**src/rtl/sha1_pkg.sv**
```systemverilog
// rtl/sha1_pkg.sv - shared SHA-1 constants and message-pad state encoding
// Purpose: block/word widths, SHA-1 initial hash values, pad marker word and
//          the message-pad FSM state type. Also used by the compression core.
// Ports:   none (package)
package sha1_pkg;

  localparam int BLOCK_W = 512;
  localparam int WORD_W  = 32;

  localparam logic [31:0] H0 = 32'h6745_2301;
  localparam logic [31:0] H1 = 32'hEFCD_AB89;
  localparam logic [31:0] H2 = 32'h98BA_DCFE;
  localparam logic [31:0] H3 = 32'h1032_5476;
  localparam logic [31:0] H4 = 32'hC3D2_E1F0;

  // Word carrying only the 0x80 terminator byte in its first byte position.
  localparam logic [31:0] PAD_WORD = 32'h8000_0000;

  typedef enum logic [1:0] {
    FILL = 2'd0,
    PAD  = 2'd1,
    EMIT = 2'd2,
    XTRA = 2'd3
  } pad_state_e;

endpackage

```
**src/rtl/sha1_pad_word.sv**
```systemverilog
// rtl/sha1_pad_word.sv - formats the final message word of a SHA-1 message
// Purpose: keeps the first 'bytes' bytes of the word (big-endian), zeroes the
//          rest and inserts the 0x80 terminator right after the kept bytes.
//          A full word (bytes >= 4) has no room for the terminator: spill=1.
// Ports:   data  [31:0] in  final message word, first byte in [31:24]
//          bytes [2:0]  in  valid byte count, values above 4 mean 4
//          word  [31:0] out masked word with terminator (or data when spill)
//          spill        out terminator must go into the following word
module sha1_pad_word
  import sha1_pkg::*;
(
  input  logic [WORD_W-1:0] data,
  input  logic [2:0]        bytes,
  output logic [WORD_W-1:0] word,
  output logic              spill
);

  always_comb begin
    word  = data;
    spill = 1'b0;
    case (bytes)
      3'd0:    word = PAD_WORD;
      3'd1:    word = {data[31:24], 24'h80_0000};
      3'd2:    word = {data[31:16], 16'h8000};
      3'd3:    word = {data[31:8], 8'h80};
      default: spill = 1'b1;
    endcase
  end

endmodule

```
**src/rtl/sha1_msg_pad.sv**
```systemverilog
// rtl/sha1_msg_pad.sv - SHA-1 message padder: 32-bit word stream in, 512-bit blocks out
// Purpose: collects message words into a 16-word block buffer, appends 0x80,
//          zero fill and the 64-bit big-endian bit length, adding a second
//          block when the length field does not fit.
// Ports:   clk, rst_n (async active-low)
//          in_valid/in_ready/in_data[31:0]/in_last/in_bytes[2:0]  word input
//          blk_valid/blk_ready/blk_data[511:0]                    block output, w0 in MSBs
//          blk_first/blk_last                                     message position flags
module sha1_msg_pad
  import sha1_pkg::*;
#(
  parameter int LEN_W = 64
) (
  input  logic                 clk,
  input  logic                 rst_n,
  input  logic                 in_valid,
  output logic                 in_ready,
  input  logic [WORD_W-1:0]    in_data,
  input  logic                 in_last,
  input  logic [2:0]           in_bytes,
  output logic                 blk_valid,
  input  logic                 blk_ready,
  output logic [BLOCK_W-1:0]   blk_data,
  output logic                 blk_first,
  output logic                 blk_last
);

  pad_state_e        state, state_nxt;
  logic [WORD_W-1:0] w [16];
  logic [3:0]        idx;
  logic [4:0]        mark;       // word index holding 0x80; 16 = next block
  logic [LEN_W-1:0]  bitcnt;
  logic              need_xtra;
  logic              first_q;
  logic              last_q;
  logic              rdy_q;      // holds in_ready low while in reset

  logic [2:0]        nbytes;
  logic [5:0]        add_bits;
  logic [63:0]       len64;
  logic [WORD_W-1:0] last_word;
  logic              spill;
  logic              accept;

  sha1_pad_word u_pad_word (
    .data  (in_data),
    .bytes (in_bytes),
    .word  (last_word),
    .spill (spill)
  );

  assign nbytes    = (in_bytes > 3'd4) ? 3'd4 : in_bytes;
  assign add_bits  = in_last ? {nbytes, 3'b000} : 6'd32;
  assign len64     = 64'(bitcnt);
  assign in_ready  = rdy_q && (state == FILL);
  assign accept    = in_valid && in_ready;
  assign blk_valid = (state == EMIT);
  assign blk_first = blk_valid && first_q;
  assign blk_last  = blk_valid && last_q;

  always_comb begin
    blk_data = '0;
    for (int i = 0; i < 16; i++) begin
      blk_data[BLOCK_W-1-WORD_W*i -: WORD_W] = w[i];
    end
  end

  always_comb begin
    state_nxt = state;
    case (state)
      FILL: if (accept) begin
        if (in_last)           state_nxt = PAD;
        else if (idx == 4'd15) state_nxt = EMIT;
      end
      PAD:  state_nxt = EMIT;
      EMIT: if (blk_ready) state_nxt = need_xtra ? XTRA : FILL;
      XTRA: state_nxt = EMIT;
      default: state_nxt = FILL;
    endcase
  end

  always_ff @(posedge clk or negedge rst_n) begin
    if (!rst_n) begin
      state <= FILL;
    end else begin
      state <= state_nxt;
    end
  end

  always_ff @(posedge clk or negedge rst_n) begin
    if (!rst_n) begin
      for (int i = 0; i < 16; i++) w[i] <= '0;
      idx       <= '0;
      mark      <= '0;
      bitcnt    <= '0;
      need_xtra <= 1'b0;
      first_q   <= 1'b1;
      last_q    <= 1'b0;
      rdy_q     <= 1'b0;
    end else begin
      rdy_q <= 1'b1;
      case (state)
        FILL: if (accept) begin
          bitcnt <= bitcnt + LEN_W'(add_bits);
          if (!in_last) begin
            w[idx] <= in_data;
            if (idx == 4'd15) begin
              last_q    <= 1'b0;
              need_xtra <= 1'b0;
            end else begin
              idx <= idx + 4'd1;
            end
          end else begin
            w[idx] <= last_word;
            if (spill) begin
              mark <= {1'b0, idx} + 5'd1;
              if (idx != 4'd15) w[idx + 4'd1] <= PAD_WORD;
            end else begin
              mark <= {1'b0, idx};
            end
          end
        end
        PAD: begin
          for (int i = 0; i < 16; i++) begin
            if (5'(i) > mark) w[i] <= '0;
          end
          if (mark <= 5'd13) begin
            // Later assignments override the zero fill for w14/w15.
            w[14]     <= len64[63:32];
            w[15]     <= len64[31:0];
            last_q    <= 1'b1;
            need_xtra <= 1'b0;
          end else begin
            last_q    <= 1'b0;
            need_xtra <= 1'b1;
          end
        end
        EMIT: if (blk_ready) begin
          first_q <= last_q;
          if (!need_xtra) idx <= '0;
          if (last_q) bitcnt <= '0;
        end
        XTRA: begin
          for (int i = 0; i < 16; i++) w[i] <= '0;
          if (mark == 5'd16) w[0] <= PAD_WORD;
          w[14]     <= len64[63:32];
          w[15]     <= len64[31:0];
          last_q    <= 1'b1;
          need_xtra <= 1'b0;
        end
        default: ;
      endcase
    end
  end

endmodule
```
**config.mk**
```make
export PLATFORM = sky130hd
export DESIGN_NAME = sha1_msg_pad
export DESIGN_NICKNAME = d
export VERILOG_FILES = /design/src/rtl/sha1_pkg.sv /design/src/rtl/sha1_pad_word.sv /design/src/rtl/sha1_msg_pad.sv
export SDC_FILE = /design/constraint.sdc
export NUM_CORES = 1
export LEC_CHECK = 0
export BUFFER_PORTS_ARGS = -buffer_cell sky130_fd_sc_hd__buf_2
export CORE_UTILIZATION = 50
export DETAILED_ROUTE_END_ITERATION = 16
export PLACE_DENSITY_LB_ADDON = 0.05
export SKIP_LAST_GASP = 1
export SYNTH_ARGS = -nofsm -noshare
export SYNTH_HDL_FRONTEND = slang
export SYNTH_SLANG_ARGS = --single-unit
```
**constraint.sdc**
```tcl
create_clock -name clk -period 2.6 [get_ports clk]
set_clock_uncertainty 0.1 [all_clocks]
set_input_delay 0 -clock clk [delete_from_list [all_inputs] [get_ports clk]]
set_output_delay 0 -clock clk [all_outputs]
set_load 0.005 [all_outputs]
```
==> results of run 1 <==
==> final cells by class <==
cell class                      instances  area, um^2  share of cell area [%]
Clock buffer                           82        1655                   4.725
Clock inverter                         31       395.4                   1.129
Inverter                               50       187.7                  0.5357
Multi-Input combinational cell       1702       11240                   32.09
Sequential cell                       588       14720                   42.01
Tap cell                              688       860.8                   2.457
Timing Repair Buffer                  868        5977                   17.06
==> registers in the layout (all words and copies together) (netlist names) <==
register and cells:
idx 4, mark 5, blk_data 512, need_xtra 1, rdy_q 1, first_q 1
state 2, bitcnt 61, last_q 1
==> logic make-up (layout without fill, tap and decap cells) <==
family | after synthesis | after routing
adders and majority gates | 14 | 14
xor gates and xnor gates | 51 | 51
muxes | 4 | 4
and+or+nand+nor | 785 | 785
DFF | 588 | 588
other | 1 | 1
buffers and inverters | 259 | 1031
AOI/OAI and AO/OA | 846 | 847
==> cell usage in the layout, fill, tap and decap left out, types with 10 or more instances in the layout <==
| cell type | count |
|---|---|
| buf_4 | 206 |
| a21oi_1 | 119 |
| clkinv_2 | 17 |
| a222oi_1 | 26 |
| a32o_1 | 11 |
| nand4_1 | 30 |
| a221o_1 | 152 |
| buf_12 | 36 |
| dfrtp_1 | 587 |
| clkbuf_1 | 16 |
| or3_1 | 11 |
| nor2_1 | 273 |
| and2_1 | 43 |
| and3_1 | 21 |
| nand2_1 | 266 |
| clkbuf_16 | 71 |
| inv_1 | 45 |
| nand2b_1 | 10 |
| xnor2_1 | 15 |
| nor3_1 | 18 |
| a31oi_1 | 35 |
| xor2_1 | 36 |
| dlygate4sd3_1 | 39 |
| o2bb2ai_1 | 21 |
| buf_6 | 17 |
| o21ai_0 | 115 |
| a22o_1 | 224 |
| o22ai_1 | 34 |
| nand3_1 | 40 |
| nor2_2 | 11 |
| buf_2 | 555 |
==> routing by layer <==
layer	share of wire [%]	wire length, um	GRT usage, %
met1	39	45600	58.15
met2	44	51610	61.68
met3	12	14240	10.01
met4	4.7	5487	17.48
met5	0.011	13	0
==> repair_timing <==
| action | in CTS | in global routing |
|---|---|---|
| cloned | 1 | 13 |
| gates resized for setup | 22 | 78 |
| hold buffers | 40 | 0 |
| pin swaps | 2 | 63 |
| endpoints found under the setup margin | 245 | 392 |
| buffers inserted | 1 | 27 |
| endpoints found under the hold margin | 897 | 0 |
==> metrics by stage <==
step / hold WS, ns / area (um^2) / TNS, ns
2_1_floorplan: -0.3956 / 26560 / -0.3056
3_3_place_gp: -0.07532 / 31590 / -9.540
3_5_place_dp: -0.07420 / 31590 / -16.76
4_1_cts: 0.02320 / 34160 / -0.1443
5_1_grt: 0.08657 / 35030 / -7.827
6_report: 0.08547 / 35030 / -0.5094
==> worst max-delay path by stage <==
stage	cells after the start	endpoint	slack [ns]
2_1_floorplan	14	bitcnt[57]	-0.08
3_3_place_gp	6	blk_data[313]	-0.14
3_5_place_dp	6	blk_data[315]	-0.20
4_1_cts	9	blk_data[427]	-0.03
5_1_grt	14	bitcnt[56]	-0.13
6_report	14	bitcnt[56]	-0.04
==> worst min-delay path, stage by stage <==
cell and delay (ns):
buf_2 0.17, nand2_1 0.15, fa_2 0.22, or3_1 0.11, o21ai_0 0.10
==> power by group <==
part | internal (mW) | switching (mW)
Combinational | 5.38 | 8.53
Clock | 5.35 | 3.83
Sequential | 9.84 | 0.503
Total | 20.6 | 12.9
==> out/qor.txt, run 1 <==
Share of the synthesized area in the top cell type: 55.34%
Synth Area in XOR/XNOR: 1.683%
Fin. max-slew vios: 0
Endpoint, Worst Hold: bitcnt[4]
Kind of end point of the critical path: register
Num CTS Buffers: 61
Top cells by count, synth: dfrtp_1 (587), nor2_1 (288), nand2_1 (269)
Core area: 0.05255 mm^2
Leakage power: 18.15 nW
TritonCTS clock tree: yes
Power density cells: 954.2 mW/mm^2
Worst hold path type: in -> reg
Largest delay share family, worst path: buffers and inverters
R2R Path Start: idx[0]
Final net count: 3325
Headroom to the max-slew limit: 35.85%
Final setup viols: 33
Syn avg cell area: 10.42 um^2
Min setup slack post-route: -0.03566 ns
Max-Cap Viols: 0
Clk_lat worst skew: 0.63 ns
Failing checks: setup timing
Worst hold path depth: 5
Vias in the first global route: 24340
Synthesized area: 0.02654 mm^2
Multiplexer area fraction after synthesis: 0.2027%
Antenna cells: 0
Largest net degree at the start of global routing: 89
Post-Syn Nets: 2602
Post-Syn Instances: 2548
Yosys cell types: 84
Worst R2R End: blk_data[238]
Drt pass-1 iters: 10
Crit Path Category: in -> reg
Synth area leader: dfrtp_1
Dominant synthesized flop cell: dfrtp_1
Period utilization: 101.4%
Synth Area in Compound Gates: 24.61%
Initial antenna violation count: 2
Clock Sinks: 588
First-pass GRT wire length: 164300 um
Cell count after placement: 3814
Final WL: 117000 um
Startpoint Class: input pin
Overall Power: 33.43 mW
Rows: 84
Die footprint: 0.05401 mm^2
Die Y: 232.4 um
Clk root buf: clkbuf_16
Filler cell count: 4230
Async SR Flop Fraction: 100.0%
Wire length per cell: 29.17 um
Fmax achieved: 379.4 MHz
Worst-path maximum fanout: 4
Largest family of logic cells by synthesized area: compound AO/OA/AOI/OAI gates
Gr ovfl total: 0
Pre-CTS WS: -0.2012 ns
Worst-case clock buffer depth: 3
Critical path's largest stage delay: 0.56 ns
Final hold vios: 0
Crit path from: in_last
CP Cell Sequence: dlygate4sd3_1 > buf_2 > inv_2 > nor2_4 > buf_4 > clkinv_1 > ha_4 > nand3_1 > a21boi_0 > buf_4 > and4_2 > nand3_1 > or3_1 > a21oi_1
Post-route ant nets: 0
RSZ-0062 raised after global routing: yes
Remaining DRCs: 0
Input/output buffers: 555
Initial core utilization: 50.51%
Seq/Total Area, Yosys: 55.44%
Worst path bufs/invs: 6
Drt initial violations: 3421
Synth-to-Final Area Change: 31.98%
Vias: 26100
R2r setup slk: -0.03 ns
Synth Area in Adders: 0.6882%
FF+latch count, synth: 588
Peak VDD IR: 675.5 uV
Post-synth EDFFs: 0
Most frequent cell after synthesis: dfrtp_1
Final Util: 66.66%
Synth warn: 0
Total track usage: 41.54%
DP HPWL: 80610 um
Hold Crit Start: in_bytes[1]
Vias per cell: 6.511
Worst Path Arrival: 3.09 ns
Layout Cells excl Fill: 4009
H-tree levels: 2
Req. time, crit path: 3.05 ns
Share of layout cells above drive strength 1: 31.07%
Io pins: 556
Clock slew seen by the registers of the worst setup and hold paths: 0.06 ns
Worst-margin pin slew: 0.9622 ns
R2r worst-path depth: 9
Crit-path slowest cell: dlygate4sd3_1
Run status: finished, violations left
Area contributors post-synth: dfrtp_1 (55%), a22o_1 (7.4%), a221o_1 (5.8%), nor2_1 (4.1%), nand2_1 (3.8%)
Routability cong.: 1.042
Chip Width: 232.4 um
Min Clock Period, post-route: 2.636 ns
Simple-gate share of the synthesized area: 13.35%
Power figures use the tool's default switching activity.
==> run 2, diff against run 1 <==
--- a/config.mk
+++ b/config.mk
@@ -7,6 +7,7 @@
 export LEC_CHECK = 0
 export BUFFER_PORTS_ARGS = -buffer_cell sky130_fd_sc_hd__buf_2
 export CORE_UTILIZATION = 50
+export CTS_BUF_LIST = sky130_fd_sc_hd__clkbuf_4 sky130_fd_sc_hd__clkbuf_8 sky130_fd_sc_hd__clkbuf_16
 export DETAILED_ROUTE_END_ITERATION = 16
 export PLACE_DENSITY_LB_ADDON = 0.05
 export SKIP_LAST_GASP = 1
==> run 2 against run 1 <==
  * Worst hold slack got worse by 0.0028 ns
  * Critical path type is now reg -> reg
  * The flow still finishes with violations (setup timing)
  * Sequential cell count unchanged
  * Global-route usage barely moved
  * Sequential share of layout area is 0.11 points lower
  * Non-clock buffer count rose by 1
  * Critical path depth fell by 5
  * Largest cell class unchanged
  * Utilization is 0.17 points higher
  * Via count about the same
==> out/qor.txt, run 2 (synthesis gave the netlist of run 1 again) <==
Run status: finished, violations left
Failing checks: setup timing
Commonest non-fill, non-tap cell in the layout: dfrtp_1
Worst-case clock buffer depth: 3 (unchanged)
NetSw: 12.88 mW (+0.19%)
Drt initial violations: 3229 (-5.6%)
Io pins: 556 (unchanged)
WL met3: 14030 um (-1.5%)
Routability cong.: 1.042 (unchanged)
Period utilization: 100.8% (-0.60 points)
Chip Width: 232.4 um (unchanged)
First-pass GRT wire length: 164400 um (about the same)
Clock Sinks: 588 (unchanged)
Vias per cell: 6.505 (about the same)
Peak VDD IR: 666.9 uV (-1.3%)
Min setup slack post-route: -0.02004 ns (+0.01562 ns)
Final net count: 3326 (+0.030%)
Worst-margin pin slew: 0.9700 ns (+0.007753 ns)
Final setup viols: 36 (+9.1%)
Clk root buf: clkbuf_16
Area of the multi-input gates: 0.01125 mm^2 (about the same)
Core area: 0.05255 mm^2 (unchanged)
Clock slew seen by the registers of the worst setup and hold paths: 0.06 ns (about the same)
Synth-to-Final Area Change: 32.33%
Worst hold path type: in -> reg
Share of layout cells above drive strength 1: 31.67% (+0.59 points)
Gr ovfl total: 0 (unchanged)
Die footprint: 0.05401 mm^2 (unchanged)
Startpoint Class: register
Worst-path maximum fanout: 8 (+4)
Critical path's largest stage delay: 0.49 ns (-0.07 ns)
CP Cell Sequence: buf_4 > ha_4 > buf_6 > mux2i_4 > a21oi_4 > o21ai_2 > or3b_4 > clkbuf_16 > a221o_1
Reg area: 0.01472 mm^2 (unchanged)
Overall Power: 33.63 mW (+0.61%)
Final hold vios: 0 (unchanged)
Kind of end point of the critical path: register
Fmax achieved: 381.7 MHz (+0.60%)
TritonCTS clock tree: yes
Clk_lat worst skew: 0.63 ns (about the same)
Cell-internal power: 20.74 mW (+0.87%)
Largest net degree at the start of global routing: 89 (unchanged)
Leakage power: 18.21 nW (+0.36%)
Top Metal Used: met5
H-tree levels: 2 (unchanged)
Post-route ant nets: 0 (unchanged)
Vias in the first global route: 24350 (+0.012%)
Crit-path slowest cell: or3b_4
DR WL met2: 51450 um (-0.32%)
Most frequent cells in the layout: dfrtp_1 (587), buf_2 (555), nor2_1 (273)
Worst path bufs/invs: 3 (-3)
Comb power frac: 41.4% (-0.2 points)
Input/output buffers: 555 (unchanged)
Num CTS Buffers: 61 (unchanged)
Pre-CTS WS: -0.2012 ns (unchanged)
Die Y: 232.4 um (unchanged)
Crit Path Category: reg -> reg
Drt pass-1 iters: 9 (-1)
Initial antenna violation count: 2 (unchanged)
Remaining DRCs: 0 (unchanged)
Max reg flops: 512 (unchanged)
Wire length per cell: 29.15 um (about the same)
Largest delay share family, worst path: compound AO/OA/AOI/OAI gates
Req. time, crit path: 3.01 ns (-0.04 ns)
DP HPWL: 80610 um (unchanged)
Clk pwr share: 27.8% (+0.3 points)
Total track usage: 41.54% (about the same)
M1 WL: 45960 um (+0.79%)
Switching Fraction: 38.31% (-0.16 points)
WHS: 0.08269 ns (-0.002785 ns)
Min Clock Period, post-route: 2.620 ns (-0.01562 ns)
Power density cells: 957.5 mW/mm^2 (+0.35%)
Sequential share of power: 30.7% (-0.2 points)
RSZ-0062 raised after global routing: yes
Worst Path Arrival: 3.03 ns (-0.06 ns)
Final WL: 116900 um (about the same)
Rows: 84 (unchanged)
Filler cell count: 4230 (unchanged)
Headroom to the max-slew limit: 35.34% (-0.52 points)
Initial core utilization: 50.51% (unchanged)
Fin. max-slew vios: 0 (unchanged)
Vias: 26090 (-0.050%)
Max-Cap Viols: 0 (unchanged)
[run 2: power by group through the flow]
stage / logic, mW / clock network [mW] / registers, mW
detailed placement: 11.1 / 0 / 10.4
floorplan: 5.46 / 0 / 10.4
global placement: 10.9 / 0 / 10.4
CTS: 11.3 / 9.40 / 10.3
finish: 13.9 / 9.36 / 10.3
global route: 14.4 / 9.73 / 10.4
[run 2: worst register-to-register path, stage by stage, from the launching register on]
cell       delay (ns)
dfrtp_1          0.38
buf_4            0.14
ha_4             0.18
buf_6            0.13
mux2i_4          0.30
a21oi_4          0.12
o21ai_2          0.14
or3b_4           0.49
clkbuf_16        0.22
a221o_1          0.32
[run 2: layer usage]
| layer | vias to the layer above | global-route usage [%] |
|---|---|---|
| met4 | 4 | 17.33 |
| li1 | 10910 | - |
| met5 | - | 0 |
| met3 | 279 | 9.779 |
| met1 | 13070 | 58.38 |
| met2 | 1821 | 61.66 |
[run 2: layout make-up]
cell class | count | area share, %
sequential | 588 | 41.90
multi-input combinational | 1702 | 32.03
timing repair buffer | 869 | 17.07
clock buffer | 82 | 4.884
tap | 688 | 2.451
clock inverter | 31 | 1.126
inverter | 50 | 0.5343
antenna | 1 | 0.007125
[run 2: final timing paths]
path                       cells past startpoint  slack, ns       endpoint         from
setup / recovery                               9      -0.02  blk_data[228]       idx[0]
hold / removal                                 5       0.08      bitcnt[4]  in_bytes[1]
setup reg to reg                               9      -0.02  blk_data[228]       idx[0]
hold reg to reg                                2       0.37        first_q      first_q
max in group asynchronous                      4       1.31  blk_data[411]        rst_n
min in group asynchronous                      4       0.56  blk_data[234]        rst_n
[run 2: stage by stage]
stage | cells | instance area (um^2) | utilization (%) | TNS, ns
6_report | 4011 | 35120 | 66.84 | -0.3198
4_1_cts | 3969 | 34220 | 65.12 | -0.1588
3_5_place_dp | 3814 | 31590 | 60.10 | -16.76
3_3_place_gp | 3814 | 31590 | 60.10 | -9.540
5_1_grt | 4010 | 35120 | 66.83 | -12.20
2_1_floorplan | 2548 | 26560 | - | -0.3056
[run 2: what timing repair did]
item                                   CTS  global route
endpoints found under the hold margin  898             0
gates cloned                             1            13
setup endpoints to repair              248           392
buffers inserted                         1            28
gates resized for setup                 23            83
pin swaps                                2            64
hold buffers                            40             0
